[config.mk]
export PLATFORM = sky130hd
export DESIGN_NAME = seven_segment_scanner
export DESIGN_NICKNAME = d
export VERILOG_FILES = /design/src/rtl/seven_segment_scanner.sv
export SDC_FILE = /design/constraint.sdc
export NUM_CORES = 1
export LEC_CHECK = 0
export CORE_UTILIZATION = 59
export DETAILED_ROUTE_END_ITERATION = 10
export PLACE_DENSITY = 0.88
export SKIP_CTS_REPAIR_TIMING = 1
export SYNTH_ARGS = -nofsm -noshare
export SYNTH_HDL_FRONTEND = slang
export SYNTH_SLANG_ARGS = --single-unit
[constraint.sdc]
create_clock -name clk -period 5.6 [get_ports clk]
set_input_delay 1.4 -clock clk [delete_from_list [all_inputs] [get_ports clk]]
set_output_delay 1.4 -clock clk [all_outputs]
set_load 0.005 [all_outputs]
[src/rtl/seven_segment_scanner.sv]
// Multiplexed digit scanner feeding seven_segment_decoder on a common-anode display.
// Optional leading-zero blanking: define SEVEN_SEGMENT_SCANNER_LZB_EN.
module seven_segment_scanner #(
  parameter int NUM_DIGITS  = 4,
  parameter int REFRESH_DIV = 100000
) (
  input  logic                          clk,
  input  logic                          rst_n,
  input  logic                          en,
  input  logic [4*NUM_DIGITS-1:0]       value,
  input  logic [NUM_DIGITS-1:0]         dp_in,
  input  logic [NUM_DIGITS-1:0]         blank,
  output logic [3:0]                    digit_data,
  output logic [$clog2(NUM_DIGITS)-1:0] digit_sel,
  output logic [NUM_DIGITS-1:0]         anodes,
  output logic                          dp_n
);

  localparam int CNT_W = (REFRESH_DIV > 1) ? $clog2(REFRESH_DIV) : 1;
  localparam int SEL_W = $clog2(NUM_DIGITS);
  localparam logic [CNT_W-1:0] CNT_LAST = CNT_W'(REFRESH_DIV - 1);
  localparam logic [SEL_W-1:0] IDX_LAST = SEL_W'(NUM_DIGITS - 1);

  logic [CNT_W-1:0]                cnt_q;
  logic [SEL_W-1:0]                idx_q;
  logic                            lit_q;
  logic [NUM_DIGITS-1:0][3:0]      value_q;
  logic [NUM_DIGITS-1:0]           dp_q;
  logic [NUM_DIGITS-1:0]           blank_q;

  logic [NUM_DIGITS-1:0][3:0]      value_nib;
  logic [NUM_DIGITS-1:0]           blank_snap;
  logic                            tick;
  logic                            wrap;
  logic [SEL_W-1:0]                idx_nxt;
  logic [NUM_DIGITS-1:0][3:0]      frame_nib;
  logic [NUM_DIGITS-1:0]           frame_dp;
  logic [NUM_DIGITS-1:0]           frame_blank;
  logic [NUM_DIGITS-1:0]           anodes_nxt;

  assign value_nib = value;

`ifdef SEVEN_SEGMENT_SCANNER_LZB_EN
  // zero_above[i]: every digit from i up to the MSD is zero
  logic [NUM_DIGITS:1]   zero_above;
  logic [NUM_DIGITS-1:0] lzb;
  assign zero_above[NUM_DIGITS] = 1'b1;
  assign lzb[0]                 = 1'b0;
  for (genvar gi = 1; gi < NUM_DIGITS; gi++) begin : g_lzb
    assign zero_above[gi] = zero_above[gi+1] & (value_nib[gi] == 4'h0);
    assign lzb[gi]        = zero_above[gi];
  end
  assign blank_snap = blank | lzb;
`else
  assign blank_snap = blank;
`endif

  assign tick    = en & (cnt_q == CNT_LAST);
  assign wrap    = (idx_q == IDX_LAST);
  assign idx_nxt = wrap ? '0 : idx_q + SEL_W'(1);

  // On the wrap tick the new frame is shown in the same edge it is captured
  assign frame_nib   = wrap ? value_nib  : value_q;
  assign frame_dp    = wrap ? dp_in      : dp_q;
  assign frame_blank = wrap ? blank_snap : blank_q;

  // lit_q keeps the post-reset first slot dark until the first tick
  always_comb begin
    anodes_nxt = '1;
    if (en) begin
      if (tick) begin
        if (!frame_blank[idx_nxt]) anodes_nxt[idx_nxt] = 1'b0;
      end else if (lit_q && !blank_q[idx_q]) begin
        anodes_nxt[idx_q] = 1'b0;
      end
    end
  end

  always_ff @(posedge clk or negedge rst_n) begin
    if (!rst_n) begin
      cnt_q      <= '0;
      idx_q      <= IDX_LAST;
      lit_q      <= 1'b0;
      value_q    <= '0;
      dp_q       <= '0;
      blank_q    <= '0;
      digit_data <= 4'h0;
      digit_sel  <= '0;
      dp_n       <= 1'b1;
      anodes     <= '1;
    end else begin
      if (en) cnt_q <= tick ? '0 : cnt_q + CNT_W'(1);
      if (tick) begin
        idx_q      <= idx_nxt;
        lit_q      <= 1'b1;
        digit_sel  <= idx_nxt;
        digit_data <= frame_nib[idx_nxt];
        dp_n       <= ~frame_dp[idx_nxt];
        if (wrap) begin
          value_q <= value_nib;
          dp_q    <= dp_in;
          blank_q <= blank_snap;
        end
      end
      anodes <= anodes_nxt;
    end
  end

endmodule

==> impl_metrics.tcl <==
set metrics [dict create \
    status "complete, no violations" \
    dieArea_um2 5196 \
    worstMarginPinSlew_ps 808.1 \
    synth_top_area_share_pct 41.45 \
    synthFlopType "dfrtp_1" \
    post-route-drc-count 0 \
    die_w_um 72.08 \
    r2r_cells 6 \
    clk_latency_ps 310 \
    num_antenna_cells 0 \
    fmax_mhz 302.0 \
    p_leak_nw 1.662 \
    final_nets 301 \
    std_cell_rows 25 \
    n_fill_cell 332 \
    startpoint "en" \
    place_hpwl_um 3954 \
    setup_violations 0 \
    core_um2 4723 \
    dr.first_iter.drc_count 93 \
    cts_tree "built" \
    synthTopCellsByArea "dfrtp_1 41%, mux2_4 10%, dfstp_2 6.3%, mux2i_1 6.2%, mux2_2 4.3%" \
    drv_cap 0 \
    dr_total_vias 1952 \
    cts_buffers 5 \
    crit_end "value_q[8]" \
    synth-edff-count 0 \
    wire_per_inst_um 16.86 \
    hold_ws_ps 513.6 \
    ys_seq_elements 55 \
    syn_area_um2 2898 \
    slew_headroom_pct 46.01 \
    yosysTopAreaCell "dfrtp_1" \
    hold_path_startpoint "cnt_q[8]" \
    tns_ps 0 \
    drt-total-wl_um 5665 \
    track_usage_pct 24.48 \
    clockBufferDepth 2 \
    peakVddDrop_v 0.0001701 \
    r2r_slack_ps 2720 \
    critPathCaptureType "flip-flop" \
    report.final.slew_viol_count 0 \
    r2r_end "anodes[2]" \
    cp_max_fo 22 \
    crit_required_ps 5800 \
    via_per_inst 5.810 \
    drtPass1Iterations 4 \
    areaGrowthSynthToFinish_pct 17.92 \
    fin_crit_ps 3312 \
    yosysSeqAreaShare_pct 47.80 \
    design_area_um2 3417 \
    layout-drive-gt1-share_pct 22.30 \
    gp_congestion 0.8386 \
    grt_pass1_vias 2019 \
    fin_crit_sh_pct 59.14 \
    grt_pass1_wl_um 9625 \
    grt_max_degree 56 \
    critPathLaunchType "primary input" \
    critPathKind "in2reg" \
    clock-root-buffer "clkbuf_8" \
    placed_area_um2 3304 \
    cts_sinks 55 \
    hp-class "reg2reg" \
    htreeDepth 2 \
    drtAntennaViolNets 0 \
    synth_area_per_cell_um2 12.54 \
    die_h_um 72.08 \
    cts.clk_slew.worst_paths_ps 100 \
    syn_inst 231 \
    start_util_pct 61.35 \
    io_pins 38 \
    synthTopCellsByCount "48 x dfrtp_1, 20 x mux2_4, 18 x mux2i_1" \
    rsz0062_at_grt "false" \
    r2r_start "idx_q[0]" \
    io_buffer_count 37 \
    ys_warn_count 0 \
    synth_most_common_cell "dfrtp_1" \
    finClkSkew_ps 7.409 \
    cp.arrival_ps 3520 \
    final_hold_viol_count 0 \
    overflow 0 \
    async_flop_share_pct 100.0 \
    power.density_nw_per_um2 229.0 \
    antenna_found_initial 0 \
    synth_nets 264 \
    synth_cell_types 45 \
]
final cells by class:
cell class	instances	area, µm²	share of cell area (%)
repair buffers	39	380.4	11.13
clock buffers	5	68.82	2.014
inverters	6	22.52	0.6591
well taps	67	83.83	2.453
flip-flops and latches	55	1385	40.53
clock inverters	3	43.79	1.282
multi-input cells	161	1433	41.93
metal layers:
layer  up-vias  track usage (%)  wire (µm)  part of all wire, %
li1        920                -          -                    -
met2        46            39.56       2682                   47
met4         0            12.20        139                  2.5
met3        14            3.889        187                  3.3
met1       972            32.22       2656                   47
met5         -                0          0                    0
registers in the layout, summed over array words and instances, names as in the netlist:
register,cells
lit_q,1
digit_sel,2
idx_q,2
value_q,16
blank_q,4
dp_q,4
dp_n,1
cnt_q,17
digit_data,4
anodes,4
per-stage QoR:
stage	total power [mW]	cells	setup slack, ps	utilization [%]
2_1_floorplan	0.4810	231	2914	-
3_3_place_gp	0.5220	328	2042	69.96
3_5_place_dp	0.5239	328	1965	69.96
4_1_cts	0.7879	336	2302	72.34
5_1_grt	0.8130	336	2218	72.34
6_report	0.7826	336	2288	72.34
kinds of logic (layout without fill, tap and decap cells):
logic type	count (synthesis)	after routing	share of synthesized area (%)
XOR/XNOR	14	14	4.232
AND/OR/NAND/NOR	60	60	13.04
flip-flops	55	55	47.80
multiplexers	52	52	22.41
adder cells (fa/ha/maj)	6	6	2.591
buffers and inverters	15	53	2.763
AO/OA/AOI/OAI	29	29	7.168
placed cells by master (no fill, tap or decap), types with 2 or more instances in the layout:
master	instances
mux2_1	2
o21ai_1	2
buf_4	2
nor3_2	2
nor2_1	9
a22o_1	4
nor4_1	2
nor2b_1	4
nand4_1	10
mux2_4	20
mux2i_1	18
a22oi_1	6
ha_1	6
dfstp_2	7
o21ai_0	4
nand3_1	7
nor3_1	5
or4b_4	2
a211oi_1	8
clkbuf_8	5
xor2_1	2
mux2_2	11
clkdlybuf4s50_1	36
dfrtp_1	48
nand2_1	9
inv_1	6
xnor2_1	12
power by group:
part / switching, mW / total [mW] / internal [mW] / leakage, nW
Sequential: 0.0276 / 0.442 / 0.415 / 0.723
Clock: 0.132 / 0.265 / 0.133 / 0.0581
Combinational: 0.0366 / 0.0756 / 0.0390 / 0.881
worst min path at each step:
stage | depth (start not counted) | slack, ps | endpoint
6_report | 1 | 510 | cnt_q[8]
5_1_grt | 1 | 540 | digit_data[3]
2_1_floorplan | 1 | 460 | lit_q
3_5_place_dp | 1 | 490 | value_q[2]
3_3_place_gp | 1 | 480 | cnt_q[8]
4_1_cts | 1 | 510 | cnt_q[8]
worst max-delay path, cell delays in order:
cell and delay, ps:
clkdlybuf4s50_1 680, nand3_1 160, nor3_2 380, nand3_4 440
mux2_4 440
No activity file was read; power rests on OpenSTA's default activity.
